===== src/rtl/seg7_scan_ctrl.sv =====
// seg7_scan_ctrl: binary-to-BCD front end for a multiplexed 7-segment display.
// A sequential double-dabble engine converts a saturated binary value to BCD.
// The result is committed to the display register in one step, with leading
// zeros blanked to 4'hF. A free-running scanner then presents one nibble per
// slot, together with an active-low one-hot digit enable.
module seg7_scan_ctrl #(
  parameter int DIGITS      = 4,
  parameter int DATA_W      = 14,
  parameter int REFRESH_DIV = 50000
) (
  input  logic              clk,
  input  logic              rst,
  input  logic              load,
  input  logic [DATA_W-1:0] bin_in,
  output logic              busy,
  output logic [3:0]        digit_val,
  output logic [DIGITS-1:0] digit_sel
);

  // 10^n evaluated at elaboration time; wide enough for up to 8 digits.
  function automatic longint pow10(input int n);
    longint r;
    r = 64'sd1;
    for (int i = 0; i < n; i++) r = r * 64'sd10;
    return r;
  endfunction

  localparam int BCD_W = 4 * DIGITS;
  localparam int SH_W  = BCD_W + DATA_W;
  localparam int CNT_W = $clog2(DATA_W + 1);
  localparam int PRE_W = $clog2(REFRESH_DIV);
  localparam int IDX_W = (DIGITS > 1) ? $clog2(DIGITS) : 1;
  localparam logic [DATA_W-1:0] MAX_VAL    = DATA_W'(pow10(DIGITS) - 64'sd1);
  // The reset display shows "0": every digit blank except the rightmost digit.
  localparam logic [BCD_W-1:0]  RESET_DISP = ~BCD_W'(4'hF);

  typedef enum logic [1:0] {
    S_IDLE   = 2'd0,
    S_SHIFT  = 2'd1,
    S_COMMIT = 2'd2
  } state_t;

  // One double-dabble iteration: add 3 to every BCD nibble >= 5, then shift the whole register left.
  function automatic logic [SH_W-1:0] dabble_step(input logic [SH_W-1:0] v);
    logic [SH_W-1:0] t;
    t = v;
    for (int i = 0; i < DIGITS; i++) begin
      if (t[DATA_W+4*i +: 4] >= 4'd5) t[DATA_W+4*i +: 4] = t[DATA_W+4*i +: 4] + 4'd3;
      else                            t[DATA_W+4*i +: 4] = t[DATA_W+4*i +: 4];
    end
    return {t[SH_W-2:0], 1'b0};
  endfunction

  // Replace leading zero nibbles with blank codes. Digit 0 is never blanked.
  function automatic logic [BCD_W-1:0] blank_lz(input logic [BCD_W-1:0] bcd);
    logic [BCD_W-1:0] r;
    logic             lead;
    r    = bcd;
    lead = 1'b1;
    for (int i = DIGITS - 1; i >= 1; i--) begin
      if (lead && (bcd[4*i +: 4] == 4'd0)) r[4*i +: 4] = 4'hF;
      else                                 lead = 1'b0;
    end
    return r;
  endfunction

  state_t                     state_q;
  logic                       busy_q;
  logic [CNT_W-1:0]           cnt_q;
  logic [SH_W-1:0]            sh_q;
  logic [DATA_W-1:0]          sat_s;
  logic [PRE_W-1:0]           presc_q, presc_d;
  logic [IDX_W-1:0]           idx_q, idx_d;
  logic [DIGITS-1:0][3:0]     disp_q, disp_d;
  logic [DIGITS-1:0]          sel_q, sel_d;
  logic [3:0]                 val_q, val_d;

  assign busy      = busy_q;
  assign digit_val = val_q;
  assign digit_sel = sel_q;

  // Clamp the input to the largest value the display can show.
  always_comb begin
    if (bin_in > MAX_VAL) sat_s = MAX_VAL;
    else                  sat_s = bin_in;
  end

  // Conversion FSM: capture on load, run DATA_W dabble iterations, then commit for one cycle.
  always_ff @(posedge clk) begin
    if (rst) begin
      state_q <= S_IDLE;
      busy_q  <= 1'b0;
      cnt_q   <= {CNT_W{1'b0}};
      sh_q    <= {SH_W{1'b0}};
    end else begin
      case (state_q)
        S_IDLE: begin
          if (load) begin
            sh_q    <= SH_W'(sat_s);
            cnt_q   <= {CNT_W{1'b0}};
            busy_q  <= 1'b1;
            state_q <= S_SHIFT;
          end else begin
            busy_q  <= 1'b0;
          end
        end
        S_SHIFT: begin
          sh_q <= dabble_step(sh_q);
          if (cnt_q == CNT_W'(DATA_W - 1)) state_q <= S_COMMIT;
          else                             cnt_q   <= cnt_q + CNT_W'(1);
        end
        S_COMMIT: begin
          state_q <= S_IDLE;
          busy_q  <= 1'b0;
        end
        default: begin
          state_q <= S_IDLE;
          busy_q  <= 1'b0;
        end
      endcase
    end
  end

  // Next scan position and display contents. The outputs are registered from
  // the next-state values so that the enable and the nibble always change together.
  always_comb begin
    presc_d = presc_q;
    idx_d   = idx_q;
    if (presc_q == PRE_W'(REFRESH_DIV - 1)) begin
      presc_d = {PRE_W{1'b0}};
      if (idx_q == IDX_W'(DIGITS - 1)) idx_d = {IDX_W{1'b0}};
      else                             idx_d = idx_q + IDX_W'(1);
    end else begin
      presc_d = presc_q + PRE_W'(1);
      idx_d   = idx_q;
    end
    if (state_q == S_COMMIT) disp_d = blank_lz(sh_q[SH_W-1 -: BCD_W]);
    else                     disp_d = disp_q;
    sel_d = ~(DIGITS'(1'b1) << idx_d);
    val_d = disp_d[idx_d];
  end

  // Scanner, display register and registered digit outputs.
  always_ff @(posedge clk) begin
    if (rst) begin
      presc_q <= {PRE_W{1'b0}};
      idx_q   <= {IDX_W{1'b0}};
      disp_q  <= RESET_DISP;
      sel_q   <= ~DIGITS'(1'b1);
      val_q   <= 4'h0;
    end else begin
      presc_q <= presc_d;
      idx_q   <= idx_d;
      disp_q  <= disp_d;
      sel_q   <= sel_d;
      val_q   <= val_d;
    end
  end

endmodule


===== config.mk =====
export PLATFORM = sky130hd
export DESIGN_NAME = seg7_scan_ctrl
export DESIGN_NICKNAME = d
export VERILOG_FILES = /design/src/rtl/seg7_scan_ctrl.sv
export SDC_FILE = /design/constraint.sdc
export NUM_CORES = 1
export LEC_CHECK = 0
export ABC_AREA = 1
export ABC_CLOCK_PERIOD_IN_PS = 3200
export CORE_ASPECT_RATIO = 1.1
export CORE_MARGIN = 3
export CORE_UTILIZATION = 60
export DETAILED_ROUTE_END_ITERATION = 10
export GPL_TIMING_DRIVEN = 1
export HOLD_SLACK_MARGIN = 0.02
export PLACE_DENSITY = 0.82
export SLEW_MARGIN = 40
export SYNTH_ARGS = -nofsm -noshare
export SYNTH_HDL_FRONTEND = slang
export SYNTH_SLANG_ARGS = --single-unit
export TNS_END_PERCENT = 10

===== constraint.sdc =====
create_clock -name clk -period 3.2 [get_ports clk]
set_input_delay 0.96 -clock clk [delete_from_list [all_inputs] [get_ports clk]]
set_output_delay 0.96 -clock clk [all_outputs]
set_load 0.005 [all_outputs]

==> out/summary.log, run 1 <==
qor: clocking.maximum_number_of_buffers_from_clock_root_to_sink 2
qor: sta.min_period 2150 ps
qor: flow_run.cap_violations 0
qor: final_layout.mostFrequentLayoutCell nand2_1
qor: yosys.post_synthesis_sequential_element_count 79
qor: floorplan.ioPinCount 26
qor: sta.final.period_utilization 67.3%
qor: clocking.clkLatencyLatePin 360 ps
qor: status.outcome complete, no violations
qor: floorplan.die_boundary_width 83.4 µm
qor: floorplan.design.die.area 0.00761 mm²
qor: final_layout.postLayoutCoreUtil 70.2%
qor: power_and_ir_drop.power-per-cell-area 421 mW/mm²
qor: clocking.cts.root.buffer_cell clkbuf_8
qor: yosys.synthesis.nets 545
qor: critical_path.timing.reg2reg.setup_slack 1360 ps
qor: critical_path.path_max_fanout 2
qor: detailed_routing.vias 3,372
qor: sta.slew-limit-headroom 66.4%
qor: detailed_routing.firstDrtPassIters 4
qor: clocking.cts_setup_buffers 0
qor: hold_path.min-delay-path-class reg -> reg
qor: clocking.clk_pin_slew_worst_paths 80 ps
qor: place.portBuffers 25
qor: floorplan.die_y 91.2 µm
qor: clocking.cts.sinks 79
qor: floorplan.standard_cell_row_count 30
qor: sta.fmax 464 MHz
qor: power_and_ir_drop.ir_worst_vdd 0.217 mV
qor: final_layout.num_antenna_cells 0
qor: critical_path.worstSetupStartpointType register
qor: sta.finalSetupTns 0 ps
qor: critical_path.critical_path.endpoint busy
qor: clocking.tritoncts.num_buffers 9
qor: critical_path.worstPathArrival 1190 ps
qor: sta.final.setup_skew 9.32 ps
qor: critical_path.worstPathRequired 2240 ps
qor: critical_path.critPathBufInv 1
qor: clocking.hold_buffers 0
qor: yosys.synth_area_leaders dfxtp_1, nand2_1, nor2_1
qor: clocking.ctsHtreeMaxLevel 3
qor: detailed_routing.drt-vias-per-instance 5.42
qor: global_route.overflow 0
qor: detailed_routing.remaining_drc_errors 0
qor: place.place.gp.congestion 0.848
qor: global_route.antenna_found_initial 0
qor: global_route.first_global_vias 3,249
qor: yosys.yosysWarningCount 0
qor: yosys.syn-cell-area 0.00396 mm²
qor: sta.final_hold_viol_count 0
qor: detailed_routing.route.final.wire_length 8240 µm
qor: yosys.synthesized_instance_count 514
qor: sta.setup_viol 0
qor: yosys.post_synth_cell_types 41
qor: detailed_routing.first_iter_violations 237
qor: place.post_dp_hpwl 5970 µm
qor: critical_path.timing.critical_path.from busy$_SDFFE_PP0N_
qor: critical_path.instance_count_on_the_critical_path 1
qor: final_layout.fillCellCount 507
qor: power_and_ir_drop.power 0.00185 W
qor: detailed_routing.postRouteAntennaNets 0
qor: place.dpl-instance-area 0.00423 mm²
qor: critical_path.crit_chain clkdlybuf4s50_1
qor: global_route.maximum_number_of_pins_on_one_net_before_global_route_repair 27
qor: critical_path.slowest_delay 500 ps
qor: global_route.grtUsageTotal 22.5%
qor: sta.max_slew.worst_pin.slew 504 ps
qor: final_layout.finish.net_count 568
qor: critical_path.rr_startpoint state_q[1]$_SDFFE_PP0P_
qor: final_layout.drive_above_1_share 12.7%
qor: yosys.synth.avg_cell_area 7.70 µm²
qor: final_layout.most-common-layout-cells nand2_1, dfxtp_1, nor2_1
qor: critical_path.critical_path.endpoint_type output port
qor: critical_path.critPathKind reg -> out
qor: yosys.yosysTopAreaCell dfxtp_1
qor: critical_path.timing.rr.end digit_val[0]$_SDFF_PP0_
qor: final_layout.synthToLayoutAreaGrowth 11.3%
qor: final_layout.design_area 0.00440 mm²
qor: sta.setup_repair_after_global_routing_missed_its_margin false
qor: critical_path.worst_path_dominant_cell_family buffers and inverters
qor: global_route.wire_length_of_the_first_global_routing_pass 14,000 µm
qor: yosys.portion_of_synthesized_cell_area_occupied_by_the_leading_cell_type 40.0%
qor: floorplan.initial_cell_density_of_the_core 63.1%
qor: yosys.synth_sequential_area_ratio 40.0%
qor: critical_path.slowest_stage clkdlybuf4s50_1
qor: clocking.post_cts_resize_count 0
qor: clocking.cts_tree done
qor: power_and_ir_drop.power.static_leakage 1.74 nW
qor: critical_path.worstRegToRegCells 9
qor: detailed_routing.routed_wire_length_per_instance 13.2 µm
qor: floorplan.fp.coreArea 0.00627 mm²
qor: sta.slew_viol_final 0
==> layer usage <==
metal / share of wire [%] / global-route usage, % / up-vias
met1: 46 / 27.6 / 1550
li1: - / - / 1737
met2: 48 / 38.5 / 70
met3: 3.7 / 3.99 / 15
met4: 1.9 / 9.92 / 0
met5: 0 / 0 / -
==> final cells by class <==
class                           count  area [µm²]  area share (%)
Multi-Input combinational cell    363        2060            46.8
Sequential cell                    79        1580            35.9
Timing Repair Buffer               27         265            6.02
Inverter                           57         219            4.97
Clock buffer                       12         155            3.52
Tap cell                           80         100            2.27
Clock inverter                      4        20.0           0.455
==> power breakdown <==
part	switching, W	total [W]	internal [W]
Combinational	0.0000935	0.000153	0.0000591
Clock	0.000356	0.000675	0.000319
Sequential	0.0000164	0.00102	0.00101
Total	0.000465	0.00185	0.00139
==> cell families (layout without fill, tap and decap cells) <==
family / after synthesis / after routing / synth area share [%]
simple gates: 247 / 247 / 30.7
compound gates: 92 / 92 / 14.8
flops: 79 / 79 / 40.0
buf+inv: 72 / 100 / 7.94
fa+ha+maj: 14 / 14 / 4.43
xor+xnor: 10 / 10 / 2.21
==> cells in the mapped netlist, drive strengths merged <==
master	n
o21bai	1
o2111ai	2
clkinv	2
ha	14
inv	55
nor4	1
a22oi	2
o22ai	8
nor3	3
nand4	6
xor2	6
a211oi	1
a21oi	34
nor2	76
nand3	44
o32ai	7
buf	10
o21ai	29
o41ai	1
dfxtp	79
clkbuf	5
xnor2	4
o211ai	6
nand2	107
a41oi	1
or2	10
==> state kept, by name, indices dropped and copies added (netlist names) <==
register / cells
cnt_q: 4
digit_sel: 4
presc_q: 16
idx_q: 2
disp_q: 16
digit_val: 4
busy: 1
state_q: 2
sh_q: 30
==> worst min path at each step <==
stage / startpoint / end / slack, ps / depth (start not counted)
final: presc_q[0]$_SDFF_PP0_ / presc_q[0]$_SDFF_PP0_ / 450 / 1
after global routing: busy$_SDFFE_PP0N_ / busy$_SDFFE_PP0N_ / 490 / 2
after CTS: presc_q[0]$_SDFF_PP0_ / presc_q[0]$_SDFF_PP0_ / 460 / 1
after detailed placement: presc_q[0]$_SDFF_PP0_ / presc_q[0]$_SDFF_PP0_ / 450 / 1
after global placement: presc_q[0]$_SDFF_PP0_ / presc_q[0]$_SDFF_PP0_ / 430 / 1
after floorplan: presc_q[0]$_SDFF_PP0_ / presc_q[0]$_SDFF_PP0_ / 420 / 1
==> worst reg2reg max path, delay by kind of cell, from the launching register on <==
family | cells | cell delay, ps
AO/OA/AOI/OAI | 1 | 70
flip-flops | 1 | 450
buffers and inverters | 2 | 330
AND/OR/NAND/NOR | 6 | 860
==> per-stage QoR <==
| stage | std cells | setup WS (ps) | hold WS [ps] |
|---|---|---|---|
| 2_1_floorplan | 514 | 1320 | 418 |
| 3_3_place_gp | 606 | 776 | 434 |
| 3_5_place_dp | 606 | 743 | 451 |
| 4_1_cts | 622 | 1030 | 462 |
| 5_1_grt | 622 | 1000 | 493 |
| 6_report | 622 | 1050 | 451 |
No activity file was read; power rests on OpenSTA's default activity.
==> run 2: changes to the inputs <==
ABC_CLOCK_PERIOD_IN_PS = 2009   (was 3200)
CORE_UTILIZATION = 59   (was 60)
PLACE_DENSITY = 0.81   (was 0.82)
clock period = 2.01 ns   (was 3.2 ns; I/O delays follow)
==> run 2 against run 1 <==
Against the previous run:
- clock skew rose by 2.5 ps
- highest routed layer unchanged
- largest power group unchanged
- power rose by 76%
- flip-flop and latch count did not move
==> out/summary.log, run 2 (synthesis gave the netlist of run 1 again) <==
qor: final_layout.multiInputGateArea 0.00206 mm²
qor: clocking.cts.root.buffer_cell clkbuf_8
qor: critical_path.critical_path.endpoint_type output port
qor: final_layout.sequential_cell_area 0.00158 mm²
qor: critical_path.critPathKind reg -> out
qor: flow_run.cap_violations 0
qor: critical_path.timing.critical_path.from digit_sel[3]$_SDFF_PP1_
qor: sta.final.period_utilization 88.6%
qor: critical_path.timing.reg2reg.setup_slack 280 ps
qor: floorplan.fp.coreArea 0.00634 mm²
qor: critical_path.path_max_fanout 1
qor: floorplan.die_y 91.9 µm
qor: critical_path.slowest_stage clkdlybuf4s50_1
qor: final_layout.fillCellCount 487
qor: sta.max_slew.worst_pin.slew 460 ps
qor: sta.whs 456 ps
qor: sta.final.setup_skew 11.8 ps
qor: critical_path.crit_chain clkdlybuf4s50_1
qor: final_layout.design_area 0.00453 mm²
qor: clocking.cts_tree done
qor: place.dpl-instance-area 0.00430 mm²
qor: global_route.grtUsageTotal 22.6%
qor: final_layout.synthToLayoutAreaGrowth 14.5%
qor: critical_path.worstSetupStartpointType register
qor: detailed_routing.vias 3,447
qor: global_route.antenna_found_initial 0
qor: final_layout.num_antenna_cells 0
qor: place.place.detailed.instances 616
qor: clocking.ctsHtreeMaxLevel 3
qor: critical_path.worstRegToRegCells 10
qor: sta.fmax 562 MHz
qor: critical_path.worst_path_dominant_cell_family buffers and inverters
qor: floorplan.standard_cell_row_count 30
qor: place.post_dp_hpwl 6140 µm
qor: hold_path.min-delay-path-class reg -> reg
qor: final_layout.final_cell_count_no_fill 631
qor: clocking.clk_pin_slew_worst_paths 80 ps
qor: final_layout.largestRegisters sh_q: 30 flops, disp_q: 16 flops, presc_q: 16 flops
qor: floorplan.initial_cell_density_of_the_core 62.4%
qor: sta.slew_viol_final 0
qor: clocking.hold_buffers 0
qor: floorplan.design.die.area 0.00773 mm²
qor: detailed_routing.routed_wire_length_per_instance 13.4 µm
qor: critical_path.worstPathRequired 1410 ps
qor: sta.setup_repair_after_global_routing_missed_its_margin false
qor: power_and_ir_drop.power.static_leakage 1.81 nW
qor: critical_path.critPathBufInv 1
qor: final_layout.most-common-layout-cells nand2_1, dfxtp_1, nor2_1
qor: critical_path.instance_count_on_the_critical_path 1
qor: power_and_ir_drop.ir_worst_vdd 0.486 mV
qor: sta.min_period 1780 ps
qor: clocking.tritoncts.num_buffers 9
qor: clocking.cts_setup_buffers 0
qor: critical_path.timing.rr.end digit_val[1]$_SDFF_PP0_
qor: final_layout.largest-register sh_q
qor: detailed_routing.postRouteAntennaNets 0
qor: floorplan.ioPinCount 26
qor: global_route.maximum_number_of_pins_on_one_net_before_global_route_repair 26
qor: sta.slew-limit-headroom 69.2%
qor: status.outcome complete, no violations
qor: clocking.maximum_number_of_buffers_from_clock_root_to_sink 2
qor: final_layout.finish.net_count 578
qor: global_route.wire_length_of_the_first_global_routing_pass 14,200 µm
qor: global_route.overflow 0
qor: final_layout.drive_above_1_share 14.3%
qor: sta.timing.final.ws_setup 230 ps
qor: floorplan.die_boundary_width 84.1 µm
qor: detailed_routing.first_iter_violations 185
qor: clocking.cts.sinks 79
qor: detailed_routing.firstDrtPassIters 5
qor: place.dpl_worst_slack -28.5 ps
qor: detailed_routing.remaining_drc_errors 0
qor: detailed_routing.drt-vias-per-instance 5.46
qor: critical_path.worstPathArrival 1180 ps
qor: final_layout.largest_register_ffs 30
qor: detailed_routing.route.final.wire_length 8420 µm
qor: global_route.first_global_vias 3,256
qor: final_layout.mostFrequentLayoutCell nand2_1
qor: sta.final_hold_viol_count 0
qor: place.portBuffers 25
qor: power_and_ir_drop.power-per-cell-area 717 mW/mm²
qor: clocking.post_cts_resize_count 0
qor: sta.setup_viol 0
qor: critical_path.slowest_delay 510 ps
qor: place.place.gp.congestion 0.865
qor: critical_path.rr_startpoint sh_q[26]$_SDFFE_PP0P_
qor: clocking.clkLatencyLatePin 350 ps
qor: power_and_ir_drop.power 0.00325 W
qor: critical_path.critical_path.endpoint digit_sel[3]
## run 2: cell types whose count changed in the layout (fill, tap and decap cells not counted), sizes merged
cell,previous run,this run
buf,2,12
bufinv,0,2
clkinv,6,3
## run 2: metal layers
layer | vias to the layer above | part of all wire [%] | global-route usage [%]
li1 | 1754 | - | -
met1 | 1577 | 45 | 28.2
met2 | 102 | 48 | 37.8
met3 | 14 | 4.5 | 4.76
met4 | 0 | 1.7 | 9.52
met5 | - | 0 | 0
## run 2: worst register-to-register path, stage by stage (launching register included)
cell	delay, ps
dfxtp_1	330
inv_1	120
ha_1	190
nand2_1	90
nor2_1	240
nand3_1	190
nand2_1	110
nand2_1	80
nand2_1	80
nand3_1	70
a21oi_1	150
## run 2: per-stage QoR
| step | util, % | setup TNS, ps |
|---|---|---|
| global placement | 67.8 | 0 |
| floorplan | - | 0 |
| CTS | 71.5 | 0 |
| finish | 71.5 | 0 |
| detailed placement | 67.8 | -28.5 |
| global route | 71.5 | 0 |
## run 2: how the worst min path moves through the flow
stage | from | end | slack, ps | cells after the start
4_1_cts | presc_q[0]$_SDFF_PP0_ | presc_q[0]$_SDFF_PP0_ | 460 | 1
5_1_grt | presc_q[0]$_SDFF_PP0_ | presc_q[0]$_SDFF_PP0_ | 470 | 1
2_1_floorplan | presc_q[0]$_SDFF_PP0_ | presc_q[0]$_SDFF_PP0_ | 420 | 1
6_report | presc_q[0]$_SDFF_PP0_ | presc_q[0]$_SDFF_PP0_ | 460 | 1
3_3_place_gp | presc_q[0]$_SDFF_PP0_ | presc_q[0]$_SDFF_PP0_ | 430 | 1
3_5_place_dp | busy$_SDFFE_PP0N_ | busy$_SDFFE_PP0N_ | 450 | 2
## run 2: layout make-up
class / count / area share [%]
Sequential cell: 79 / 34.9
Tap cell: 80 / 2.21
Multi-Input combinational cell: 363 / 45.5
Inverter: 57 / 4.83
Timing Repair Buffer: 37 / 7.51
Clock buffer: 12 / 3.64
Clock inverter: 3 / 1.44
## run 2: power by group
group	switching (W)	internal [W]	total [W]
clock	0.000558	0.000793	0.00135
combinational	0.000156	0.000112	0.000268
sequential	0.0000273	0.00160	0.00163
==> run 3: changes to the inputs <==
CTS_BUF_LIST = sky130_fd_sc_hd__clkbuf_16   (was default)
==> run 3 against run 2 <==
Against the previous run:
- sequential share of layout area is 0.54 points lower
- first-iteration DRC count up 48%
- die area stayed put
- non-clock buffer count unchanged
- largest power group is now the clock network
==> out/summary.log, run 3 (synthesis gave the netlist of run 1 again) <==
qor: status.outcome complete, no violations
qor: clocking.cts.sinks 79
qor: clocking.post_cts_resize_count 0
qor: hold_path.hp-start presc_q[0]$_SDFF_PP0_
qor: sta.slew_viol_final 0
qor: place.post_dp_hpwl 6140 µm
qor: clocking.clk_pin_slew_worst_paths 60 ps
qor: floorplan.standard_cell_row_count 30
qor: clocking.tritoncts.num_buffers 9
qor: global_route.grtUsageTotal 22.8%
qor: critical_path.critPathBufInv 1
qor: final_layout.postLayoutCoreUtil 72.6%
qor: detailed_routing.vias 3,467
qor: detailed_routing.top_layer met4
qor: final_layout.multiInputGateArea 0.00206 mm²
qor: final_layout.fillCellCount 476
qor: global_route.wire_length_of_the_first_global_routing_pass 14,400 µm
qor: floorplan.ioPinCount 26
qor: final_layout.largestRegisters sh_q: 30 flops, disp_q: 16 flops, presc_q: 16 flops
qor: global_route.overflow 0
qor: final_layout.synthToLayoutAreaGrowth 16.3%
qor: final_layout.sequential_cell_area 0.00158 mm²
qor: sta.setup_viol 0
qor: sta.final.setup_skew 7.07 ps
qor: final_layout.largest_register_ffs 30
qor: sta.finalSetupTns 0 ps
qor: critical_path.path_max_fanout 2
qor: critical_path.critPathKind reg -> out
qor: sta.final_hold_viol_count 0
qor: clocking.clkLatencyLatePin 330 ps
qor: power_and_ir_drop.power-per-cell-area 775 mW/mm²
qor: critical_path.worstRegToRegCells 10
qor: power_and_ir_drop.power.static_leakage 1.84 nW
qor: floorplan.initial_cell_density_of_the_core 62.4%
qor: critical_path.critical_path.endpoint_type output port
qor: floorplan.die_y 91.9 µm
qor: critical_path.timing.reg2reg.setup_slack 270 ps
qor: flow_run.cap_violations 0
qor: critical_path.worstPathArrival 1150 ps
qor: final_layout.num_antenna_cells 0
qor: critical_path.crit_chain clkdlybuf4s50_1
qor: hold_path.min_delay_path_depth 1
qor: critical_path.slowest_delay 500 ps
qor: critical_path.worstSetupStartpointType register
qor: hold_path.min-delay-path-class reg -> reg
qor: global_route.maximum_number_of_pins_on_one_net_before_global_route_repair 26
qor: sta.setup_repair_after_global_routing_missed_its_margin false
qor: power_and_ir_drop.ir_worst_vdd 0.614 mV
qor: detailed_routing.met3_wirelength 346 µm
qor: final_layout.drive_above_1_share 13.8%
qor: detailed_routing.route.final.wire_length 8470 µm
qor: critical_path.worstPathRequired 1410 ps
qor: clocking.hold_buffers 0
qor: detailed_routing.drt-vias-per-instance 5.49
qor: place.portBuffers 25
qor: global_route.first_global_vias 3,255
qor: critical_path.timing.rr.end digit_val[1]$_SDFF_PP0_
qor: sta.min_period 1760 ps
qor: sta.fmax 569 MHz
qor: final_layout.finish.net_count 578
qor: clocking.cts.root.buffer_cell clkbuf_16
qor: hold_path.min_to presc_q[0]$_SDFF_PP0_
qor: final_layout.most-common-layout-cells nand2_1, dfxtp_1, nor2_1
qor: detailed_routing.first_iter_violations 274
qor: clocking.ctsHtreeMaxLevel 3
qor: detailed_routing.detailroute.wirelength.met2 4050 µm
qor: global_route.antenna_found_initial 0
qor: detailed_routing.postRouteAntennaNets 0
qor: floorplan.design.die.area 0.00773 mm²
qor: critical_path.slowest_stage clkdlybuf4s50_1
qor: clocking.maximum_number_of_buffers_from_clock_root_to_sink 2
qor: final_layout.mostFrequentLayoutCell nand2_1
qor: sta.max_slew.worst_pin.slew 442 ps
qor: detailed_routing.firstDrtPassIters 4
qor: detailed_routing.routed_wire_length_per_instance 13.4 µm
qor: place.place.gp.congestion 0.865
qor: detailed_routing.remaining_drc_errors 0
qor: detailed_routing.met1Wirelength 3860 µm
qor: floorplan.die_boundary_width 84.1 µm
qor: critical_path.worst_path_dominant_cell_family buffers and inverters
qor: clocking.cts_setup_buffers 0
qor: final_layout.largest-register sh_q
qor: sta.final.period_utilization 87.4%
qor: clocking.cts_tree done
qor: critical_path.rr_startpoint sh_q[26]$_SDFFE_PP0P_
qor: sta.slew-limit-headroom 70.4%
qor: floorplan.fp.coreArea 0.00634 mm²
-- run 3: cell count changes in the layout (fill, tap and decap cells not counted), sizes merged --
| cell | previous run | this run |
|---|---|---|
| clkbuf | 12 | 9 |
| clkinv | 3 | 6 |
-- run 3: per-stage QoR --
step / power (W) / instance area, µm² / instances / hold WS, ps / setup slack (ps)
4_1_cts: 0.00358 / 4600 / 631 / 461 / 240
2_1_floorplan: 0.00184 / 3960 / 514 / 418 / 486
3_3_place_gp: 0.00193 / 4300 / 616 / 430 / 42.2
3_5_place_dp: 0.00193 / 4300 / 616 / 453 / -28.5
5_1_grt: 0.00368 / 4600 / 631 / 469 / 78.5
6_report: 0.00357 / 4600 / 631 / 453 / 253
-- run 3: worst max-delay path by stage --
stage | from | to | slack (ps) | cells past startpoint
global route | sh_q[26]$_SDFFE_PP0P_ | digit_val[0]$_SDFF_PP0_ | 80 | 10
finish | busy$_SDFFE_PP0N_ | busy | 250 | 1
detailed placement | bin_in[8] | sh_q[3]$_SDFFE_PP0P_ | -30 | 9
floorplan | bin_in[4] | sh_q[10]$_SDFFE_PP0P_ | 490 | 9
global placement | bin_in[10] | sh_q[3]$_SDFFE_PP0P_ | 40 | 9
CTS | busy$_SDFFE_PP0N_ | busy | 240 | 1
-- run 3: report_power, final --
group          internal [W]  leakage (nW)  switching (W)
combinational      0.000112          1.05       0.000157
clock               0.00106         0.148       0.000603
sequential          0.00161         0.641      0.0000273
-- run 3: metal layers --
layer | GRT usage [%] | vias to the layer above
li1 | - | 1760
met1 | 29.1 | 1605
met2 | 37.3 | 84
met3 | 3.59 | 18
met4 | 11.5 | 0
met5 | 0 | -
-- run 3: final cells by class --
type	count	area share (%)
Multi-Input combinational cell	363	44.8
Timing Repair Buffer	37	7.39
Inverter	57	4.76
Tap cell	80	2.17
Clock inverter	6	1.66
Sequential cell	79	34.3
Clock buffer	9	4.89
